### src/rtl/pipe_stage_skid.sv
// Pipeline stage register with valid/ready handshake, 2-entry skid buffer,
// stall/flush control, occupancy output and saturating perf counters.
module pipe_stage_skid #(
    parameter int unsigned          DATA_W  = 64,
    parameter logic [DATA_W-1:0]    NOP_VAL = '0,
    parameter int unsigned          CNT_W   = 16
) (
    input  logic              clk,
    input  logic              rst,
    input  logic              in_valid,
    output logic              in_ready,
    input  logic [DATA_W-1:0] in_data,
    output logic              out_valid,
    input  logic              out_ready,
    output logic [DATA_W-1:0] out_data,
    input  logic              stall,
    input  logic              flush,
    output logic [1:0]        occupancy,
    output logic [CNT_W-1:0]  stall_cnt,
    output logic [CNT_W-1:0]  flush_cnt
);

    localparam logic [CNT_W-1:0] CNT_MAX = '1;

    logic              m_valid, s_valid;
    logic [DATA_W-1:0] m_data, s_data;

    logic              m_valid_nxt, s_valid_nxt, in_ready_nxt;
    logic [DATA_W-1:0] m_data_nxt, s_data_nxt;
    logic [CNT_W-1:0]  stall_cnt_nxt, flush_cnt_nxt;

    logic in_t, out_t, held;

    assign in_t  = in_valid & in_ready;
    assign out_t = m_valid & out_ready & ~stall;
    assign held  = m_valid & (~out_ready | stall);

    assign out_valid = m_valid;
    assign out_data  = m_data;
    assign occupancy = {1'b0, m_valid} + {1'b0, s_valid};

    // Next-state for main/skid entries and event counters.
    always_comb begin
        m_valid_nxt   = m_valid;
        m_data_nxt    = m_data;
        s_valid_nxt   = s_valid;
        s_data_nxt    = s_data;
        stall_cnt_nxt = stall_cnt;
        flush_cnt_nxt = flush_cnt;

        if (flush) begin
            m_valid_nxt = 1'b0;
            m_data_nxt  = NOP_VAL;
            s_valid_nxt = 1'b0;
            s_data_nxt  = NOP_VAL;
            if ((m_valid | s_valid) && flush_cnt != CNT_MAX) begin
                flush_cnt_nxt = flush_cnt + CNT_W'(1);
            end
        end else begin
            if (out_t | ~m_valid) begin
                // Main entry is free: refill from skid first to keep FIFO order.
                if (s_valid) begin
                    m_valid_nxt = 1'b1;
                    m_data_nxt  = s_data;
                    s_valid_nxt = 1'b0;
                    s_data_nxt  = NOP_VAL;
                    if (in_t) begin
                        s_valid_nxt = 1'b1;
                        s_data_nxt  = in_data;
                    end
                end else if (in_t) begin
                    m_valid_nxt = 1'b1;
                    m_data_nxt  = in_data;
                end else begin
                    m_valid_nxt = 1'b0;
                    m_data_nxt  = NOP_VAL;
                end
            end else if (in_t) begin
                // Main entry held: absorb the in-flight beat into the skid.
                s_valid_nxt = 1'b1;
                s_data_nxt  = in_data;
            end
            if (held && stall_cnt != CNT_MAX) begin
                stall_cnt_nxt = stall_cnt + CNT_W'(1);
            end
        end

        in_ready_nxt = ~s_valid_nxt;
    end

    // State registers with synchronous active-low reset.
    always_ff @(posedge clk) begin
        if (!rst) begin
            m_valid   <= 1'b0;
            m_data    <= NOP_VAL;
            s_valid   <= 1'b0;
            s_data    <= NOP_VAL;
            in_ready  <= 1'b1;
            stall_cnt <= '0;
            flush_cnt <= '0;
        end else begin
            m_valid   <= m_valid_nxt;
            m_data    <= m_data_nxt;
            s_valid   <= s_valid_nxt;
            s_data    <= s_data_nxt;
            in_ready  <= in_ready_nxt;
            stall_cnt <= stall_cnt_nxt;
            flush_cnt <= flush_cnt_nxt;
        end
    end

endmodule
### config.mk
export PLATFORM = sky130hd
export DESIGN_NAME = pipe_stage_skid
export DESIGN_NICKNAME = d
export VERILOG_FILES = /design/src/rtl/pipe_stage_skid.sv
export SDC_FILE = /design/constraint.sdc
export NUM_CORES = 1
export LEC_CHECK = 0
export BUFFER_PORTS_ARGS = -buffer_cell sky130_fd_sc_hd__buf_2
export CAP_MARGIN = 20
export CELL_PAD_IN_SITES_DETAIL_PLACEMENT = 1
export CELL_PAD_IN_SITES_GLOBAL_PLACEMENT = 1
export CORE_MARGIN = 2
export CORE_UTILIZATION = 39
export DETAILED_ROUTE_END_ITERATION = 8
export GPL_ROUTABILITY_DRIVEN = 1
export PLACE_DENSITY_LB_ADDON = 0.1
export SETUP_SLACK_MARGIN = 0.1
export SLEW_MARGIN = 20
export SYNTH_ARGS = -nofsm -noshare
export SYNTH_HDL_FRONTEND = slang
export SYNTH_SLANG_ARGS = --single-unit
### constraint.sdc
create_clock -name clk -period 2.1 [get_ports clk]
set_input_delay 0.42 -clock clk [delete_from_list [all_inputs] [get_ports clk]]
set_output_delay 0.42 -clock clk [all_outputs]
set_load 0.05 [all_outputs]
* Word level (Yosys, flattened, before mapping) *
Cells that the tools add are included.

cells by class
  add/sub/neg operators = 3
  eq/ne operators = 3
  multiplexer cells = 11
  bitwise logic cells = 13
  reduce and logical (&&, ||, !) cells = 7

operators by type and width
  cell                     count
  $mux W64                 5
  $add A16 B1 Y16 const B  2
  $ne A16 B16 Y1 const B   2
  $mux W1                  6
  $not A1 Y1               6
  $reduce_and A2 Y1        3
  $and A1 B1 Y1            4
  $or A1 B1 Y1             3
  $add A1 B1 Y2            1
  $logic_and A1 B1 Y1      2
  $ne A2 B2 Y1 const B     1
  $reduce_bool A2 Y1       1
  $reduce_or A2 Y1         1

word-level totals
  register bits = 163
  input port bits = 70
  output and inout port bits = 100
  logic and storage cells = 44

* Depth between registers and ports, before layout *
Gate-level depths: netlist of run 1.

  word-level depth = 6
  gate-level depth with buffers = 7
  gate-level depth less buffers = 7

* Worst setup path after synthesis of run 1 *
Ideal clock, no wire load.

  path type = register -> register
  start point = register m_valid (netlist: out_valid)
  end point = register flush_cnt[15]
  setup time = 0.115 ns
  data arrival time = 2.054 ns
  slack = -0.069 ns
  cell stages (with the launch flop) = 8
  path buffers = 0
  clock period less this slack = 2.169 ns
  path through = dfxtp_1 > inv_1 > ha_1 > nand4b_1 > nor3_1 > o2111ai_1 > xnor2_1 > and2_1

on the way
  word-level cells in the longest chain between the ends = 3

RTL lines
  item                         line  RTL
  start, declared              25    logic m_valid, s_valid;
  start signal, assigned       102   m_valid <= m_valid_nxt;
  $or A1 B1 Y1                 56    if ((m_valid | s_valid) && flush_cnt != CNT_MAX) begin
  $logic_and A1 B1 Y1          56
  $reduce_and A2 Y1 (no line)  n/a
  end signal, assigned         108   flush_cnt <= flush_cnt_nxt;
  end, declared                20    output logic [CNT_W-1:0] flush_cnt

No other way between the ends.
A chain may end at the register's enable or synchronous reset.

* Final worst setup path of run 1 *
  start point = register s_valid
  end point = output occupancy[1]

on the way
  word-level cells in the longest chain between the ends = 1

RTL lines
  item                    line  RTL
  start, declared         25
  start signal, assigned  104   s_valid <= s_valid_nxt;
  $add A1 B1 Y2           40    assign occupancy = {1'b0, m_valid} + {1'b0, s_valid};
  end, declared           18    output logic [1:0] occupancy,

No other way between the ends.

==> impl_metrics.ini, run 1 <==
[synthesis]
synth_cell_types = 45
synthCells = 701
synth_seq_cells = 163
synthesis.area_mm2 = 0.00640
synth_nets = 775
yosysSeqAreaShare_pct = 51.0
synth_flop_cell = dfxtp_1
avgSynthCellArea_um2 = 9.13
synth_edf_count = 0
synth_warnings = 0
async_reset_ff_share_pct = 0

[sta]
tightest_slew_ns = 0.569
whs_ns = 0.264
post-route-min-period_ns = 1.91
finalSetupTns_ns = 0
finalSetupViolCount = 0
period_share_pct = 91.2
setup_slack_ns = 0.186
fmax_mhz = 522
slew_headroom_pct = 62.1
slew_violations = 0
rsz0062_at_grt = true
final.setup_skew_ns = 0.00862
hold_violations = 0

[route]
highest_layer = met5
antenna_left = 0
drc = 0
drtIter0Drc = 263
via_count = 6048
met2WireLength_um = 9580
met3_length_um = 1090
met1_length_um = 8240
drtPass1Iterations = 5
post_drt_wl_per_cell_um = 17.8
avgViaCountPerCell = 5.58
routed_wl_um = 19300

[setup_path]
r2r-end = stall_cnt[0]$_SDFFE_PN0P_
start_kind = register
worstPathArrival_ns = 1.49
reg2regPathDepth = 6
worst-setup-path-type = reg2out
r2r-start = stall_cnt[0]$_SDFFE_PN0P_
required_ns = 1.68
rrSetupSlack_ns = 0.20
crit_fanout = 20
endpoint_kind = output pin

[clock_network]
cts_hold_buf = 0
cts_num_sinks = 163
clk_path_buf_depth = 2
cts_buffers = 17
cts_tree = yes
clk_latency_ns = 0.43
cts_max_level = 4
root_buffer = clkbuf_16
clk_pin_slew_ns = 0.06
cts_setup_buffers = 0

[layout]
fin_area_mm2 = 0.00815
drive_gt1_share_pct = 28.5
nFillCells = 1896
regArea_mm2 = 0.00327
nNetsFinal = 927
area_growth_pct = 27.2
layout_commonest_cell = buf_2
stdcell_count = 1083
multiInputGateArea_mm2 = 0.00295
final_cell_mix = buf_2 (169), dfxtp_1 (154), nor2_1 (129), nor3_1 (73)
utilization_pct = 51.1

[place]
port_buffers = 169
place_congestion = 0.810
place_worst_setup_slack_ns = 0.0577
place_area_mm2 = 0.00755
placed_cells = 1050
dp_hpwl_um = 12900

[global_routing]
antenna_found_initial = 4
grt_use_total_pct = 22.2
grt_pass1_vias = 6210
grt_max_degree = 89
overflow = 0
grt_pass1_wl_um = 31800

[job]
maxCapViolCount = 0

[power]
pwr-share-seq_pct = 46.1
p_leak_nw = 3.51
power.share.clock_pct = 43.8
p_comb_share_pct = 10.1
power.density_mw_per_mm2 = 849
sw_frac_of_total_pct = 27.2
report.power.total_mw = 6.91
p_int_mw = 5.03
p_sw_mw = 1.88
vdd_drop_max_mv = 0.553

[hold_path]
min-delay-start = in_data[37]
hp-class = in2reg
min_path_cells = 3
holdPathEnd = s_data[37]$_SDFFE_PP0P_

[floorplanning]
die_h_um = 132
die_w_um = 132
ios = 170
initial_utilization_pct = 40.2
fp-row-count = 46
dieArea_mm2 = 0.0175
core_mm2 = 0.0159

[status]
outcome = finished clean
[registers in the layout, summed over array words and instances, names as in the netlist]
register,count
out_data,64
s_data,64
flush_cnt,16
stall_cnt,16
in_ready,1
out_valid,1
s_valid,1
[worst max-delay path by stage]
stage	slack [ns]	depth (start not counted)	end	startpoint
final	0.19	3	occupancy[1]	s_valid$_SDFF_PN0_
after global routing	0.05	6	stall_cnt[0]$_SDFFE_PN0P_	stall_cnt[0]$_SDFFE_PN0P_
after CTS	0.16	3	occupancy[1]	s_valid$_SDFF_PN0_
after detailed placement	0.06	7	flush_cnt[13]$_SDFFE_PN0P_	s_valid$_SDFF_PN0_
after global placement	0.22	7	flush_cnt[15]$_SDFFE_PN0P_	s_valid$_SDFF_PN0_
after floorplan	0.10	6	flush_cnt[13]$_SDFFE_PN0P_	flush_cnt[8]$_SDFFE_PN0P_
[final cells by class]
cell class	count	share of cell area (%)
diodes	1	0.0307
clock buffers	17	5.22
clock inverters	15	1.83
inverters	4	0.184
multi-input cells	476	36.2
flip-flops and latches	163	40.2
well taps	216	3.32
repair buffers	191	13.0
[synth_stat cells, drive strengths merged, types with 2 or more instances]
cell	instances	share of area (%)
dfxtp	163	51
nor2	130	7.6
nor3	74	5.8
a221oi	64	8.8
a22oi	64	7.5
clkbuf	52	3.0
and2	24	2.3
nand2	21	1.2
xor2	15	2.1
nand4	10	1.1
nand3	9	0.70
nor4	7	1.0
xnor2	7	0.96
buf	6	0.49
nand2b	6	0.59
o21ai	6	0.47
ha	4	0.78
inv	4	0.23
mux2i	4	0.63
a21oi	3	0.35
and3	3	0.31
or3	3	0.29
a21boi	2	0.23
a31oi	2	0.20
nor3b	2	0.23
nor4b	2	0.27
o2111ai	2	0.27
o211ai	2	0.23
[per-layer routing]
layer  global-route usage (%)  vias to the layer above
met5                        0                        -
met4                     7.61                        4
met3                     6.23                       30
met2                     38.4                      163
met1                     26.4                     2976
li1                         -                     2875
[worst max-delay path, stage by stage (launching register included)]
cell and delay [ns]:
dfxtp_2 0.32, buf_4 0.25, ha_1 0.23, buf_2 0.27
[power groups by stage]
stage | Clock (mW) | Combinational [mW] | Sequential, mW
after global placement | 0 | 0.685 | 3.26
after CTS | 3.09 | 0.702 | 3.19
after floorplan | 0 | 0.276 | 3.43
final | 3.03 | 0.696 | 3.19
after global routing | 3.23 | 0.753 | 3.19
after detailed placement | 0 | 0.700 | 3.26
[logic make-up after synthesis]
logic type	synth area share, %
AOI/OAI and AO/OA	18.4
adders and majority gates	0.782
buffers and inverters	3.77
DFF	51.0
and+or+nand+nor	22.4
muxes	0.625
xor gates and xnor gates	3.01
[what timing repair did]
action	in CTS	in global routing
pin swaps	0	0
resized for setup	1	2
setup endpoints to repair	2	3
(Power assumes the default switching activity.)
==> inputs of run 2 (changes only) <==
- clock period: 2.1 -> 1.8 ns (I/O delays scaled with it)
==> run 2 against run 1 <==
  * Critical path depth rose by 4
  * Worst setup slack got worse by 0.17 ns
  * Flip-flop and latch count did not move
  * Via count rose by 2.6%
  * Highest routed layer is now met4
  * Register-to-register slack got worse by 0.19 ns
  * Hold slack got worse by 0.058 ns
  * Largest cell class unchanged
  * Combinational power rose by 24%
  * Total power rose by 17%
  * Sequential share of layout area fell by 1.7 points
==> impl_metrics.ini, run 2 (synthesized netlist as in run 1, its figures left out) <==
[setup_path]
start_kind = register
worstPathCellList = nand4_1 -> buf_6 -> nor4_4 -> buf_6 -> nor3_1 -> xor2_1 -> and2_1
cp_num_buf_inv = 2
worst-setup-path-type = reg2reg
max_stage_delay_ns = 0.36
r2r-start = flush_cnt[4]$_SDFFE_PN0P_
startpoint = flush_cnt[4]$_SDFFE_PN0P_
endpoint_kind = register
crit_fanout = 8
worstPathArrival_ns = 2.10
cp_common_cell = buf_6
critPathTopFamily = simple AND/OR/NAND/NOR gates
slowest_stage = dfxtp_4
rrSetupSlack_ns = 0.01
r2r-end = flush_cnt[4]$_SDFFE_PN0P_
reg2regPathDepth = 7
required_ns = 2.11

[floorplanning]
core_mm2 = 0.0159
initial_utilization_pct = 40.2
fp-row-count = 46
ios = 170
die_h_um = 132
dieArea_mm2 = 0.0175
die_w_um = 132

[sta]
slew_violations = 0
whs_ns = 0.207
hold_violations = 0
fmax_mhz = 559
post-route-min-period_ns = 1.79
period_share_pct = 99.4
slew_headroom_pct = 75.9
rsz0062_at_grt = true
finalSetupViolCount = 0
tightest_slew_ns = 0.362
final.setup_skew_ns = 0.00579

[route]
drc = 0
via_count = 6207
routed_wl_um = 20500
antenna_left = 0
drtIter0Drc = 242
drtPass1Iterations = 4
avgViaCountPerCell = 5.62
post_drt_wl_per_cell_um = 18.5

[place]
port_buffers = 169
dp_hpwl_um = 13500
place_congestion = 0.811

[hold_path]
min_path_cells = 3
holdPathEnd = s_data[8]$_SDFFE_PP0P_
hp-class = in2reg
min-delay-start = in_data[8]

[power]
vdd_drop_max_mv = 0.767
p_leak_nw = 3.74
power.density_mw_per_mm2 = 934

[job]
maxCapViolCount = 0

[clock_network]
cts_max_level = 4
cts_buffers = 17
clk_pin_slew_ns = 0.06
cts_tree = yes
cts_num_sinks = 163
root_buffer = clkbuf_16
clk_latency_ns = 0.42
clk_path_buf_depth = 2

[global_routing]
busiest_layer = met2
grt_use_total_pct = 23.1
use_met1_pct = 27.6
grt.met2_usage_pct = 40.1
overflow = 0
antenna_found_initial = 3
grt_pass1_wl_um = 32900
grt_max_degree = 68
grt_pass1_vias = 6389
grt.met3_usage_pct = 5.88

[layout]
final_cell_mix = buf_2 (167), nor2_1 (129), dfxtp_1 (128), nor3_1 (68)
layout_commonest_cell = buf_2
utilization_pct = 54.4
nNetsFinal = 948
drive_gt1_share_pct = 35.1
area_growth_pct = 35.5

[status]
outcome = finished clean
[run 2: changes by cell type in the layout (fill, tap and decap cells not counted), moves of 5 or more]
cell	delta
buf_12	+7
buf_4	+12
dfxtp_1	-26
dfxtp_2	+14
dfxtp_4	+12
nor3_1	-5
[run 2: how the worst max path moves through the flow]
stage,endpoint,slack [ns],cells after the start
floorplan,flush_cnt[9]$_SDFFE_PN0P_,0.001,7
global placement,s_data[44]$_SDFFE_PP0P_,0.08,7
detailed placement,s_data[12]$_SDFFE_PP0P_,0.03,8
CTS,occupancy[1],0.07,3
global route,flush_cnt[4]$_SDFFE_PN0P_,-0.08,7
finish,flush_cnt[4]$_SDFFE_PN0P_,0.01,7
[run 2: what timing repair did]
| action | 4_1_cts | 5_1_grt |
|---|---|---|
| pin swaps | 3 | 11 |
| endpoints found under the setup margin | 15 | 23 |
| cloned | 0 | 0 |
| hold buffers | 0 | 0 |
| resized for setup | 16 | 17 |
| setup buffers | 4 | 6 |
[run 2: worst min-delay path, cell delays in order]
cell     delay, ns
buf_2         0.09
a22oi_1       0.07
nor2_1        0.08
[run 2: stage by stage]
stage               TNS [ns]  setup WS [ns]  power (mW)  cell area [um^2]  cells
floorplan                  0        0.00107        4.31              6550    701
global placement           0         0.0806        4.61              7850   1061
detailed placement         0         0.0265        4.64              7850   1061
global route          -0.338        -0.0785        8.40              8670   1103
CTS                        0         0.0680        8.17              8530   1096
finish                     0         0.0112        8.10              8670   1105
[run 2: routing by layer]
metal / vias to the layer above / part of all wire, %
met5: - / 0
met4: 0 / 2.1
met3: 33 / 5.7
met2: 162 / 50
met1: 3086 / 42
li1: 2926 / -
[run 2: layout make-up]
| type | count | area (um^2) |
|---|---|---|
| Multi-Input combinational cell | 476 | 3140 |
| Sequential cell | 163 | 3340 |
| Fill cell | 1855 | 7270 |
| Inverter | 4 | 15.0 |
| Clock buffer | 23 | 499 |
| Antenna cell | 3 | 7.51 |
| Timing Repair Buffer | 212 | 1330 |
| Clock inverter | 8 | 73.8 |
| Tap cell | 216 | 270 |
[run 2: report_power, final]
part	switching, mW	internal [mW]	leakage (nW)
Sequential	0.0430	3.67	1.34
Combinational	0.578	0.286	2.12
Clock	1.44	2.09	0.288
Total	2.06	6.04	3.74
==> inputs of run 3 (changes only) <==
- BUFFER_PORTS_ARGS: -buffer_cell sky130_fd_sc_hd__buf_2 -> -buffer_cell sky130_fd_sc_hd__buf_4
- CORE_UTILIZATION: 39 -> 35
==> run 3 against run 2 <==
  * Global-route usage is 1.6 points lower
  * Register-to-register slack gained 0.05 ns
  * Count of clock-buffer cells in the layout decreased by 4
  * Utilization decreased by 3.5 points
  * Hold slack lost 0.0062 ns
  * Flip-flop and latch count did not move
  * Maximum frequency rose by 2.7%
==> impl_metrics.ini, run 3 (synthesized netlist as in run 1, its figures left out) <==
[route]
drtPass1Iterations = 5
antenna_left = 0
drtIter0Drc = 362
routed_wl_um = 21100
avgViaCountPerCell = 5.58
post_drt_wl_per_cell_um = 18.9
via_count = 6226
drc = 0

[power]
power.density_mw_per_mm2 = 917
p_leak_nw = 3.78
vdd_drop_max_mv = 0.643

[status]
outcome = finished clean

[floorplanning]
die_w_um = 139
fp-row-count = 49
ios = 170
dieArea_mm2 = 0.0194
core_mm2 = 0.0180
die_h_um = 139
initial_utilization_pct = 35.6

[clock_network]
clk_latency_ns = 0.42
root_buffer = clkbuf_16
cts_hold_buf = 0
cts_num_sinks = 163
cts_max_level = 4
clk_pin_slew_ns = 0.07
cts_tree = yes
cts_buffers = 17
clk_path_buf_depth = 2

[setup_path]
worstPathArrival_ns = 2.06
crit_fanout = 4
start_kind = register
worst-setup-path-type = reg2reg
required_ns = 2.11
endpoint_kind = register

[place]
dp_hpwl_um = 13900
place_congestion = 0.840
port_buffers = 169

[layout]
nFillCells = 2041
layout_commonest_cell = buf_4
final_cell_mix = buf_4 (198), nor2_1 (129), dfxtp_1 (128), nor3_1 (68)
nNetsFinal = 948
area_growth_pct = 42.8
drive_gt1_share_pct = 35.7
n_antenna_cell = 0

[global_routing]
antenna_found_initial = 0
grt_max_degree = 64
grt_pass1_wl_um = 33900
grt_pass1_vias = 6526
overflow = 0
grt_use_total_pct = 21.5

[hold_path]
hp-class = in2reg

[sta]
tightest_slew_ns = 0.436
whs_ns = 0.200
hold_violations = 0
slew_headroom_pct = 70.9
rsz0062_at_grt = true
period_share_pct = 96.8
final.setup_skew_ns = 0.00856
slew_violations = 0
finalSetupViolCount = 0
finalSetupTns_ns = 0
post-route-min-period_ns = 1.74
fmax_mhz = 574

[job]
maxCapViolCount = 0
[run 3: changes by cell type in the layout (fill, tap and decap cells not counted), sizes merged]
cell,previous run,this run
bufinv,1,3
buf,212,211
inv,5,8
clkbuf,23,19
bufbuf,0,1
diode,3,0
clkinv,6,2
clkinvlp,0,4
[run 3: path summary, 6_finish.rpt]
| kind | start | to | slack, ns | depth (start not counted) |
|---|---|---|---|---|
| worst max-delay path | s_valid$_SDFF_PN0_ | flush_cnt[13]$_SDFFE_PN0P_ | 0.06 | 7 |
| worst min-delay path | in_data[29] | s_data[29]$_SDFFE_PP0P_ | 0.20 | 3 |
| worst max register to register | s_valid$_SDFF_PN0_ | flush_cnt[13]$_SDFFE_PN0P_ | 0.06 | 7 |
| worst min register to register | out_data[27]$_SDFFE_PP0N_ | out_data[27]$_SDFFE_PP0N_ | 0.49 | 2 |
[run 3: worst max-delay path, stage by stage (launching register included)]
cell and delay (ns):
dfxtp_4 0.38, inv_4 0.04, ha_4 0.15, nand4b_1 0.27
nor3_4 0.34, o2111ai_2 0.16, xnor2_1 0.15, and2_1 0.13
[run 3: through the flow]
stage / total power [mW] / instance area [um^2] / std cells / util, % / setup WS (ns)
global route: 8.73 / 9140 / 1116 / 50.9 / -0.0157
CTS: 8.48 / 8960 / 1107 / 49.9 / 0.0745
global placement: 4.69 / 8240 / 1073 / 45.9 / 0.0768
finish: 8.39 / 9140 / 1116 / 50.9 / 0.0574
detailed placement: 4.71 / 8240 / 1073 / 45.9 / -0.00928
floorplan: 4.31 / 6550 / 701 / - / 0.00107
[run 3: final cells by class]
class	count	area (um^2)	share of cell area, %
Multi-Input combinational cell	476	3150	34.4
Sequential cell	163	3340	36.5
Clock buffer	19	433	4.74
Clock inverter	13	175	1.92
Timing Repair Buffer	212	1740	19.1
Tap cell	229	287	3.13
Inverter	4	17.5	0.192
[run 3: routing by layer]
metal / global-route usage (%) / part of all wire [%] / up-vias
met5: 0 / 0 / -
met4: 6.86 / 1.6 / 0
li1: - / - / 2915
met3: 4.58 / 4.7 / 26
met1: 26.7 / 43 / 3114
met2: 37.2 / 51 / 171
[run 3: timing repair]
action                                  CTS  global route
gates cloned                              1             0
resized for setup                        14            23
setup buffers                             1             9
pin swaps                                 0            28
endpoints found under the setup margin   11            29
[run 3: where the power goes]
part	leakage (nW)	total (mW)	internal, mW	switching (mW)
combinational	2.15	0.935	0.355	0.580
sequential	1.34	3.71	3.66	0.0454
clock	0.283	3.74	2.21	1.53
